**config.mk**
```make
export PLATFORM = sky130hd
export DESIGN_NAME = alu_result_stage
export DESIGN_NICKNAME = d
export VERILOG_FILES = /design/src/rtl/alu_result_stage_pkg.sv /design/src/rtl/alu_result_stage_skid_buf.sv /design/src/rtl/alu_result_stage.sv
export SDC_FILE = /design/constraint.sdc
export NUM_CORES = 1
export LEC_CHECK = 0
export CAP_MARGIN = 40
export CELL_PAD_IN_SITES_DETAIL_PLACEMENT = 0
export CELL_PAD_IN_SITES_GLOBAL_PLACEMENT = 1
export CORE_AREA = 2 2 103 105
export DETAILED_ROUTE_END_ITERATION = 8
export DIE_AREA = 0 0 105 107
export GPL_TIMING_DRIVEN = 0
export HOLD_SLACK_MARGIN = 0.12
export PLACE_DENSITY = 0.68
export SYNTH_ARGS = -nofsm -noshare
export SYNTH_HDL_FRONTEND = slang
export SYNTH_HIERARCHICAL = 1
export SYNTH_SLANG_ARGS = --single-unit
```
**constraint.sdc**
```tcl
create_clock -name clk -period 5.3 [get_ports clk]
set_clock_uncertainty 0.15 [all_clocks]
set_input_delay 1.06 -clock clk [delete_from_list [all_inputs] [get_ports clk]]
set_output_delay 1.06 -clock clk [all_outputs]
set_load 0.02 [all_outputs]
```
**src/rtl/alu_result_stage_pkg.sv**
```systemverilog
// Shared definitions for the ALU result stage: flag bit positions,
// occupancy encodings and unit_A function codes.
package alu_result_stage_pkg;

    localparam int FLAG_N = 3;
    localparam int FLAG_Z = 2;
    localparam int FLAG_C = 1;
    localparam int FLAG_V = 0;

    typedef enum logic [1:0] {
        OCC_EMPTY = 2'd0,
        OCC_ONE   = 2'd1,
        OCC_FULL  = 2'd2
    } occ_e;

    localparam logic [1:0] FN_ADD  = 2'b00;
    localparam logic [1:0] FN_SUB  = 2'b01;
    localparam logic [1:0] FN_ADDC = 2'b10;
    localparam logic [1:0] FN_SUBB = 2'b11;

endpackage

```
**src/rtl/alu_result_stage_skid_buf.sv**
```systemverilog
// Generic 2-entry valid/ready buffer. in_ready decodes registered state only,
// so there is no combinational path from out_ready back to in_ready.
module skid_buf
    import alu_result_stage_pkg::*;
#(
    parameter int PAYLOAD_W = 38
) (
    input  logic                 clk,
    input  logic                 rst_n,
    input  logic                 in_valid,
    output logic                 in_ready,
    input  logic [PAYLOAD_W-1:0] in_data,
    output logic                 out_valid,
    input  logic                 out_ready,
    output logic [PAYLOAD_W-1:0] out_data
);

    occ_e                 state;
    occ_e                 state_nxt;
    logic                 accept;
    logic                 pop;
    logic [PAYLOAD_W-1:0] slot_p0;
    logic [PAYLOAD_W-1:0] slot_p1;

    assign accept = in_valid && in_ready;
    assign pop    = out_valid && out_ready;

    always_ff @(posedge clk or negedge rst_n) begin
        if (!rst_n) begin
            state <= OCC_EMPTY;
        end else begin
            state <= state_nxt;
        end
    end

    always_comb begin
        state_nxt = state;
        unique case (state)
            OCC_EMPTY: if (accept) state_nxt = OCC_ONE;
            OCC_ONE: begin
                if (accept && !pop)      state_nxt = OCC_FULL;
                else if (pop && !accept) state_nxt = OCC_EMPTY;
            end
            OCC_FULL:  if (pop) state_nxt = OCC_ONE;
            default:   state_nxt = OCC_EMPTY;
        endcase
    end

    always_comb begin
        in_ready  = (state != OCC_FULL);
        out_valid = (state != OCC_EMPTY);
    end

    // slot_p0 is always the oldest entry; slot_p1 only holds data while FULL
    always_ff @(posedge clk) begin
        unique case (state)
            OCC_EMPTY: if (accept) slot_p0 <= in_data;
            OCC_ONE: begin
                if (accept && pop) slot_p0 <= in_data;
                else if (accept)   slot_p1 <= in_data;
            end
            OCC_FULL:  if (pop) slot_p0 <= slot_p1;
            default: ;
        endcase
    end

    // Storage is not reset; an empty buffer presents zeros instead.
    assign out_data = out_valid ? slot_p0 : '0;

endmodule

```
**src/rtl/alu_result_stage.sv**
```systemverilog
// Registered result stage behind unit_A: derives N/Z/C/V, buffers results in a
// 2-entry skid buffer and keeps a sticky overflow flag. ALU_OVF_COUNT_EN adds ovf_count.
module alu_result_stage
    import alu_result_stage_pkg::*;
#(
    parameter int WIDTH = 32
`ifdef ALU_OVF_COUNT_EN
    ,
    parameter int CNT_W = 8
`endif
) (
    input  logic             clk,
    input  logic             rst_n,
    input  logic             in_valid,
    output logic             in_ready,
    input  logic [WIDTH-1:0] in_s,
    input  logic             in_c,
    input  logic             in_o,
    input  logic [1:0]       in_f,
    output logic             out_valid,
    input  logic             out_ready,
    output logic [WIDTH-1:0] out_s,
    output logic [3:0]       out_flags,
    output logic [1:0]       out_f,
    input  logic             clr_sticky,
    output logic             sticky_v
`ifdef ALU_OVF_COUNT_EN
    ,
    output logic [CNT_W-1:0] ovf_count
`endif
);

    localparam int PAYLOAD_W = WIDTH + 6;

    logic [3:0]           flags_p0;
    logic [PAYLOAD_W-1:0] in_payload;
    logic [PAYLOAD_W-1:0] out_payload;
    logic                 ovf_evt;

    always_comb begin
        flags_p0         = '0;
        flags_p0[FLAG_N] = in_s[WIDTH-1];
        flags_p0[FLAG_Z] = (in_s == '0);
        flags_p0[FLAG_C] = in_c;
        flags_p0[FLAG_V] = in_o;
    end

    assign in_payload = {in_f, flags_p0, in_s};

    skid_buf #(
        .PAYLOAD_W (PAYLOAD_W)
    ) u_skid_buf (
        .clk       (clk),
        .rst_n     (rst_n),
        .in_valid  (in_valid),
        .in_ready  (in_ready),
        .in_data   (in_payload),
        .out_valid (out_valid),
        .out_ready (out_ready),
        .out_data  (out_payload)
    );

    assign {out_f, out_flags, out_s} = out_payload;

    // ---- stage p1: overflow bookkeeping on accepted results ----
    assign ovf_evt = in_valid && in_ready && in_o;

    // A new overflow outranks a simultaneous clear so no event is lost.
    always_ff @(posedge clk or negedge rst_n) begin
        if (!rst_n) begin
            sticky_v <= 1'b0;
        end else if (ovf_evt) begin
            sticky_v <= 1'b1;
        end else if (clr_sticky) begin
            sticky_v <= 1'b0;
        end
    end

`ifdef ALU_OVF_COUNT_EN
    function automatic logic [CNT_W-1:0] sat_inc(input logic [CNT_W-1:0] v);
        return (&v) ? v : v + 1'b1;
    endfunction

    always_ff @(posedge clk or negedge rst_n) begin
        if (!rst_n) begin
            ovf_count <= '0;
        end else if (clr_sticky) begin
            ovf_count <= ovf_evt ? {{(CNT_W-1){1'b0}}, 1'b1} : '0;
        end else if (ovf_evt) begin
            ovf_count <= sat_inc(ovf_count);
        end
    end
`endif

endmodule

```
==> impl_results.md, run 1 <==
* CP Max Fanout at 10
* Max transition margin at around 70%
* Synth Cell Area at between 3000 and 4000 µm²
* Area Growth Syn to Fin at 35.7%
* PD cells at 481 nW/µm²
* Post-DR vias/cell at approximately 4.4
* Die X at about 110 µm
* Num ports at between 80 and 90
* Remaining routing DRC violations at 0
* Post-Syn Nets at ~230
* Predominant post-synthesis flop cell: edfxtp_1
* Gate Count Post-Synth at around 190
* Simple-gate share of the synthesized area at a little over a tenth
* Global-route wire length before repair at between 10 and 15 mm
* Pre-Repair DR Iteration Count at 4
* Synth top area share at approximately 66%
* Initial core utilization at around 34%
* Hold path cells at 2
* Synth Area in Compound Gates at less than 1%
* Combinational family with the most area after synthesis: multiplexers
* GRT Overall Usage at 12.5%
* Crit path kind: flip-flop to primary output
* CTS Root Buffer Type: clkbuf_8
* Post_cts resized at 0
* Top routing layer in use: met4
* Post-synth top area cell: edfxtp_1
* WL per Instance at approximately 16 µm
* CTS max path bufs at 2
* Most frequent cells in the layout: clkdlybuf4s50_1, edfxtp_1, and2_1, mux2_4, clkbuf_8
* CP arrival at about 2.2 ns
* Met1 WL at 3.01 mm
* Most common cell after layout, fill and taps aside: clkdlybuf4s50_1
* Detail Route Antenna Nets at 0
* Synth Area in XOR/XNOR at 0%
* Reg2reg start: u_skid_buf/state[0]
* Nets at ~330
* Hold_sp: sticky_v
* Number of I/O port buffers at between 80 and 90
* Number of global-route vias before repair at 1923
* Crit end category: primary output
* Period utilization at about 63%
* R2R depth at 4
* Worst-margin pin slew at around 0.44 ns
* HP Class: flip-flop to flip-flop
* Layout cells sized above 1 at 23.5%
* Core area at a little over 10000 µm²
* Total routed wirelength at approximately 6.7 mm
* Sequential-to-total area share from yosys stat at roughly two thirds
* Gpl congestion at about 0.73
* Area contributors post-synth: edfxtp_1, mux2_4, and2_1
* Wire length on met3 at ~300 µm
* DP HPWL at between 4 and 5 mm
* Initial DRC Count at 86
* Tot Pwr at 2.26 mW
* Max-cap violations at 0
* Ys async rst share at under 10%
* Final Max Slew Viols at 0
* Syn avg cell area at approximately 18 µm²
* Die height at about 110 µm
* CTS Sinks at 79
* Initial antenna violation count at 0
* Largest net degree at the start of global routing at 29
* Reg2Reg Setup Slack at ~3.2 ns
* Mux contribution to synthesized area at 16.7%
* Status: completed
* Fmax at 297 MHz
* Yosys cell types at 28
* Setup crit start kind: flip-flop
* Fin crit period at 3.36 ns
* Setup Fix Bufs, Post-CTS at 0
* Die footprint at about 11000 µm²
* Skew-Pair Late Insertion Delay at 0.34 ns
* Hold Buf Count CTS at 0
* Site Rows at 37
* Ys Warns at 6
* Worst endpoint required time at about 4.1 ns
* Clk slew on worst S/H paths at around 0.080 ns
* R2r endpoint: u_skid_buf/slot_p1[34]
* # setup viols final at 0
* Overflow after GRT at 0
* Yosys reg bits at 79
* Final Util at roughly 47%
* Final setup TNS at 0 ns
* CTS Buf Count at 9
* H-Tree Depth at 3
* CTS tree: yes
* Antenna Cells at 0
* RSZ-0062 raised after global routing: false
* Filler cell count at 935
* WL met2 at about 3.3 mm
* Vias at 1898
* Worst IR Drop VDD at roughly 0.00017 V
* Hold EP: sticky_v
* Post-synth EDFFs at 76
* Synth Area in Adders at less than 1%
* Fin. Hold Viols at 0
* Leak at 1.64 nW
state kept, by name, summed over array words and instances (netlist names):
name                cells
sticky_v                1
u_skid_buf/state        2
u_skid_buf/slot_p1     38
u_skid_buf/slot_p0     38
worst max path at each step:
stage                         from                      to  slack, ns
5_1_grt        u_skid_buf/state[0]                out_s[1]       1.73
4_1_cts        u_skid_buf/state[0]                out_s[1]       1.86
2_1_floorplan            out_ready   u_skid_buf/slot_p1[0]       0.54
3_5_place_dp             out_ready  u_skid_buf/slot_p1[23]       2.09
6_report       u_skid_buf/state[0]                out_s[1]       1.94
3_3_place_gp             out_ready   u_skid_buf/slot_p1[4]      -1.58
report_power, final:
group	internal (mW)	switching [mW]
Combinational	0.479	0.472
Sequential	0.841	0.0326
Clock	0.218	0.215
Total	1.54	0.720
worst max-delay path, stage by stage, from the launching register on:
cell and delay, ns:
dfrtp_1 0.47, or2_2 0.18, clkbuf_1 0.35, and2_1 0.19, clkdlybuf4s50_1 0.63
per-layer routing:
layer | vias up | GRT usage [%]
li1 | 915 | -
met1 | 933 | 15.5
met2 | 45 | 20.3
met3 | 5 | 3.59
met4 | 0 | 5.71
met5 | - | 0
kinds of logic (layout without fill, tap and decap cells):
group / count (synthesis) / count (layout)
AO/OA/AOI/OAI: 4 / 4
adder cells (fa/ha/maj): 1 / 1
buffers and inverters: 12 / 114
flip-flops: 79 / 79
multiplexers: 39 / 39
AND/OR/NAND/NOR: 57 / 57
Yosys cell counts, types with 2 or more instances:
| master | number |
|---|---|
| inv_1 | 2 |
| mux2_4 | 37 |
| and2_1 | 39 |
| nand4_1 | 2 |
| clkbuf_1 | 3 |
| dfrtp_1 | 3 |
| edfxtp_1 | 76 |
| nor4_1 | 7 |
| buf_12 | 4 |
final cells by class:
| cell class | count | area (µm²) | area share [%] |
|---|---|---|---|
| sequential | 79 | 2360 | 50.2 |
| multi-input combinational | 101 | 993 | 21.1 |
| timing repair buffer | 86 | 868 | 18.5 |
| tap | 136 | 170 | 3.62 |
| clock buffer | 11 | 131 | 2.80 |
| buffer | 9 | 108 | 2.29 |
| clock inverter | 5 | 58.8 | 1.25 |
| inverter | 3 | 11.3 | 0.240 |
per-stage QoR:
step	cells	hold WS [ns]	cell area (µm²)	worst slack, ns
after detailed placement	414	0.375	4510	2.09
after floorplan	192	0.341	3460	0.540
after global routing	430	0.414	4700	1.73
after CTS	430	0.389	4700	1.86
after global placement	409	0.374	4440	-1.58
final	430	0.378	4700	1.94
(Power assumes the default switching activity.)
==> inputs of run 2 (changes only) <==
clock period = 3.3 ns   (was 5.3 ns; I/O delays follow)
==> impl_results.md, run 2 (same netlist as run 1, synthesis figures left out) <==
* Period utilization at between 90% and 100%
* R2r endpoint: u_skid_buf/slot_p0[34]
* CTS max path bufs at 2 (unchanged)
* Num ports at 82 (unchanged)
* Clk slew on worst S/H paths at 0.08 ns (about the same)
* WL per Instance at 15.9 µm (+1.8%)
* Final non-filler cell area at 4700 µm² (+0.11%)
* Nets at 329 (-0.60%)
* DP HPWL at 4.79 mm (-1.0%)
* Most frequent cells in the layout: clkdlybuf4s50_1, edfxtp_1, and2_1, mux2_4, clkbuf_8
* CP Max Fanout at 10 (unchanged)
* HP Class: primary input to asynchronous set/reset pin
* Worst path depth at 4 (unchanged)
* Most common cell after layout, fill and taps aside: clkdlybuf4s50_1
* Setup crit start kind: flip-flop
* Skew-Pair Late Insertion Delay at 0.34 ns (about the same)
* Core area at 10100 µm² (unchanged)
* Final Max Slew Viols at 0 (unchanged)
* Status: completed
* Area Growth Syn to Fin at 35.8%
* Crit path kind: flip-flop to primary output
* Number of global-route vias before repair at 1870 (-2.8%)
* CTS Sinks at 79 (unchanged)
* Hold Buf Count CTS at 0 (unchanged)
* Post-Place Setup Slack at 0.520 ns (-1.57 ns)
* Placed Area at 4510 µm² (+0.14%)
* Pre-Repair DR Iteration Count at 4 (unchanged)
* Max-cap violations at 0 (unchanged)
* Tot Pwr at 3.64 mW (+61%)
* CTS Root Buffer Type: clkbuf_8
* Reg2reg start: u_skid_buf/state[1]
* Max transition margin at 56.1% (-14 points)
* Fmax at roughly 330 MHz
* RSZ-0062 raised after global routing: false
* Largest regs: u_skid_buf/slot_p0: 38 flops, u_skid_buf/slot_p1: 38 flops, u_skid_buf/state: 2 flops
* Largest net degree at the start of global routing at 21 (-28%)
* Multi-input gate area at 1000 µm² (+0.63%)
* Setup Fix Bufs, Post-CTS at 0 (unchanged)
* Initial antenna violation count at 0 (unchanged)
* CP arrival at 2.18 ns (+0.03 ns)
* Initial core utilization at 34.3% (unchanged)
* Detail Route Antenna Nets at 0 (unchanged)
* Top delay family on crit path: buffers and inverters
* Vias at 1869 (-1.5%)
* Crit end category: primary output
* Final WS setup at 0.312 ns (-1.62 ns)
* Worst hold slack at 0.341 ns (-0.0379 ns)
* Die footprint at 11200 µm² (unchanged)
* Total routed wirelength at 6.80 mm (+1.4%)
* Seq. cell area at 2360 µm² (unchanged)
* Worst IR Drop VDD at 0.000270 V (+60%)
* Number of I/O port buffers at 81 (unchanged)
* R2R depth at 5 (+1)
* Initial DRC Count at 83 (-3.5%)
* CP Launch Point: u_skid_buf/state[1]
* Critical path cell sequence: or2_2 -> clkbuf_1 -> and2_1 -> clkdlybuf4s50_1
* Post-DR vias/cell at 4.37 (-1.1%)
* H-Tree Depth at 3 (unchanged)
* Layout cells sized above 1 at 22.9% (-0.52 points)
* Post_cts resized at 0 (unchanged)
* WP buf/inv at 2 (unchanged)
* Die X at 105 µm (unchanged)
* # setup viols final at 0 (unchanged)
* PD cells at 774 nW/µm² (+61%)
* Final Util at 46.6% (+0.050 points)
* Leak at 1.63 nW (-0.45%)
* Worst-margin pin slew at 0.658 ns (+0.214 ns)
* Critical-path top delay cell: clkdlybuf4s50_1
* Filler cell count at 927 (-0.86%)
* CTS tree: yes
* CTS Buf Count at 9 (unchanged)
* Fin. Hold Viols at 0 (unchanged)
* Critical path destination: out_f[1]
* Die height at 107 µm (unchanged)
* Antenna Cells at 0 (unchanged)
* Site Rows at 37 (unchanged)
* Fin crit period at between 2 and 3 ns
* Largest stage delay, worst path at 0.62 ns (about the same)
* Remaining routing DRC violations at 0 (unchanged)
* Global-route wire length before repair at 10.3 mm (-0.85%)
* Gpl congestion at 0.721 (-0.98%)
* Overflow after GRT at 0 (unchanged)
* Worst endpoint required time at 2.49 ns (-1.60 ns)
* GRT Overall Usage at 12.5% (+0.031 points)
* Reg2Reg Setup Slack at 1.10 ns (-2.11 ns)
-- run 2: changes by cell type in the layout (fill, tap and decap cells not counted), sizes merged --
cell      change
buf           -2
clkbuf        -1
clkinvlp      +1
-- run 2: final cells by class --
type | count | area share, %
inverters | 3 | 0.239
multi-input cells | 101 | 21.3
plain buffers | 9 | 2.29
flip-flops and latches | 79 | 50.1
clock buffers | 10 | 2.71
repair buffers | 84 | 18.5
well taps | 136 | 3.62
clock inverters | 6 | 1.30
-- run 2: worst reg2reg max path, cell delays in order, from the launching register on --
cell and delay (ns):
dfrtp_1 0.48, nor2b_4 0.20, buf_6 0.15, buf_12 0.15, a32o_2 0.53, buf_16 0.25
-- run 2: per-layer routing --
| layer | global-route usage (%) | vias to the layer above | wire length [µm] |
|---|---|---|---|
| met5 | 0 | - | 0 |
| met4 | 6.29 | 0 | 121 |
| met3 | 3.83 | 8 | 345 |
| met2 | 19.1 | 49 | 3150 |
| met1 | 16.2 | 906 | 3180 |
| li1 | - | 906 | - |
-- run 2: power breakdown --
group / internal (mW) / leakage (nW) / switching [mW] / total (mW)
Combinational: 0.775 / 0.799 / 0.759 / 1.53
Sequential: 1.35 / 0.749 / 0.0558 / 1.41
Clock: 0.346 / 0.0859 / 0.350 / 0.696
-- run 2: worst min path at each step --
stage / startpoint / endpoint / slack (ns)
floorplan: rst_n / sticky_v / 0.21
global route: rst_n / sticky_v / 0.33
finish: rst_n / sticky_v / 0.34
global placement: sticky_v / sticky_v / 0.37
detailed placement: u_skid_buf/slot_p1[20] / u_skid_buf/slot_p0[20] / 0.38
CTS: rst_n / sticky_v / 0.33
-- run 2: metrics by stage --
stage | cells | TNS, ns
after global routing | 428 | 0
after detailed placement | 412 | 0
after global placement | 409 | -50.18
after floorplan | 192 | 0
final | 428 | 0
after CTS | 428 | 0
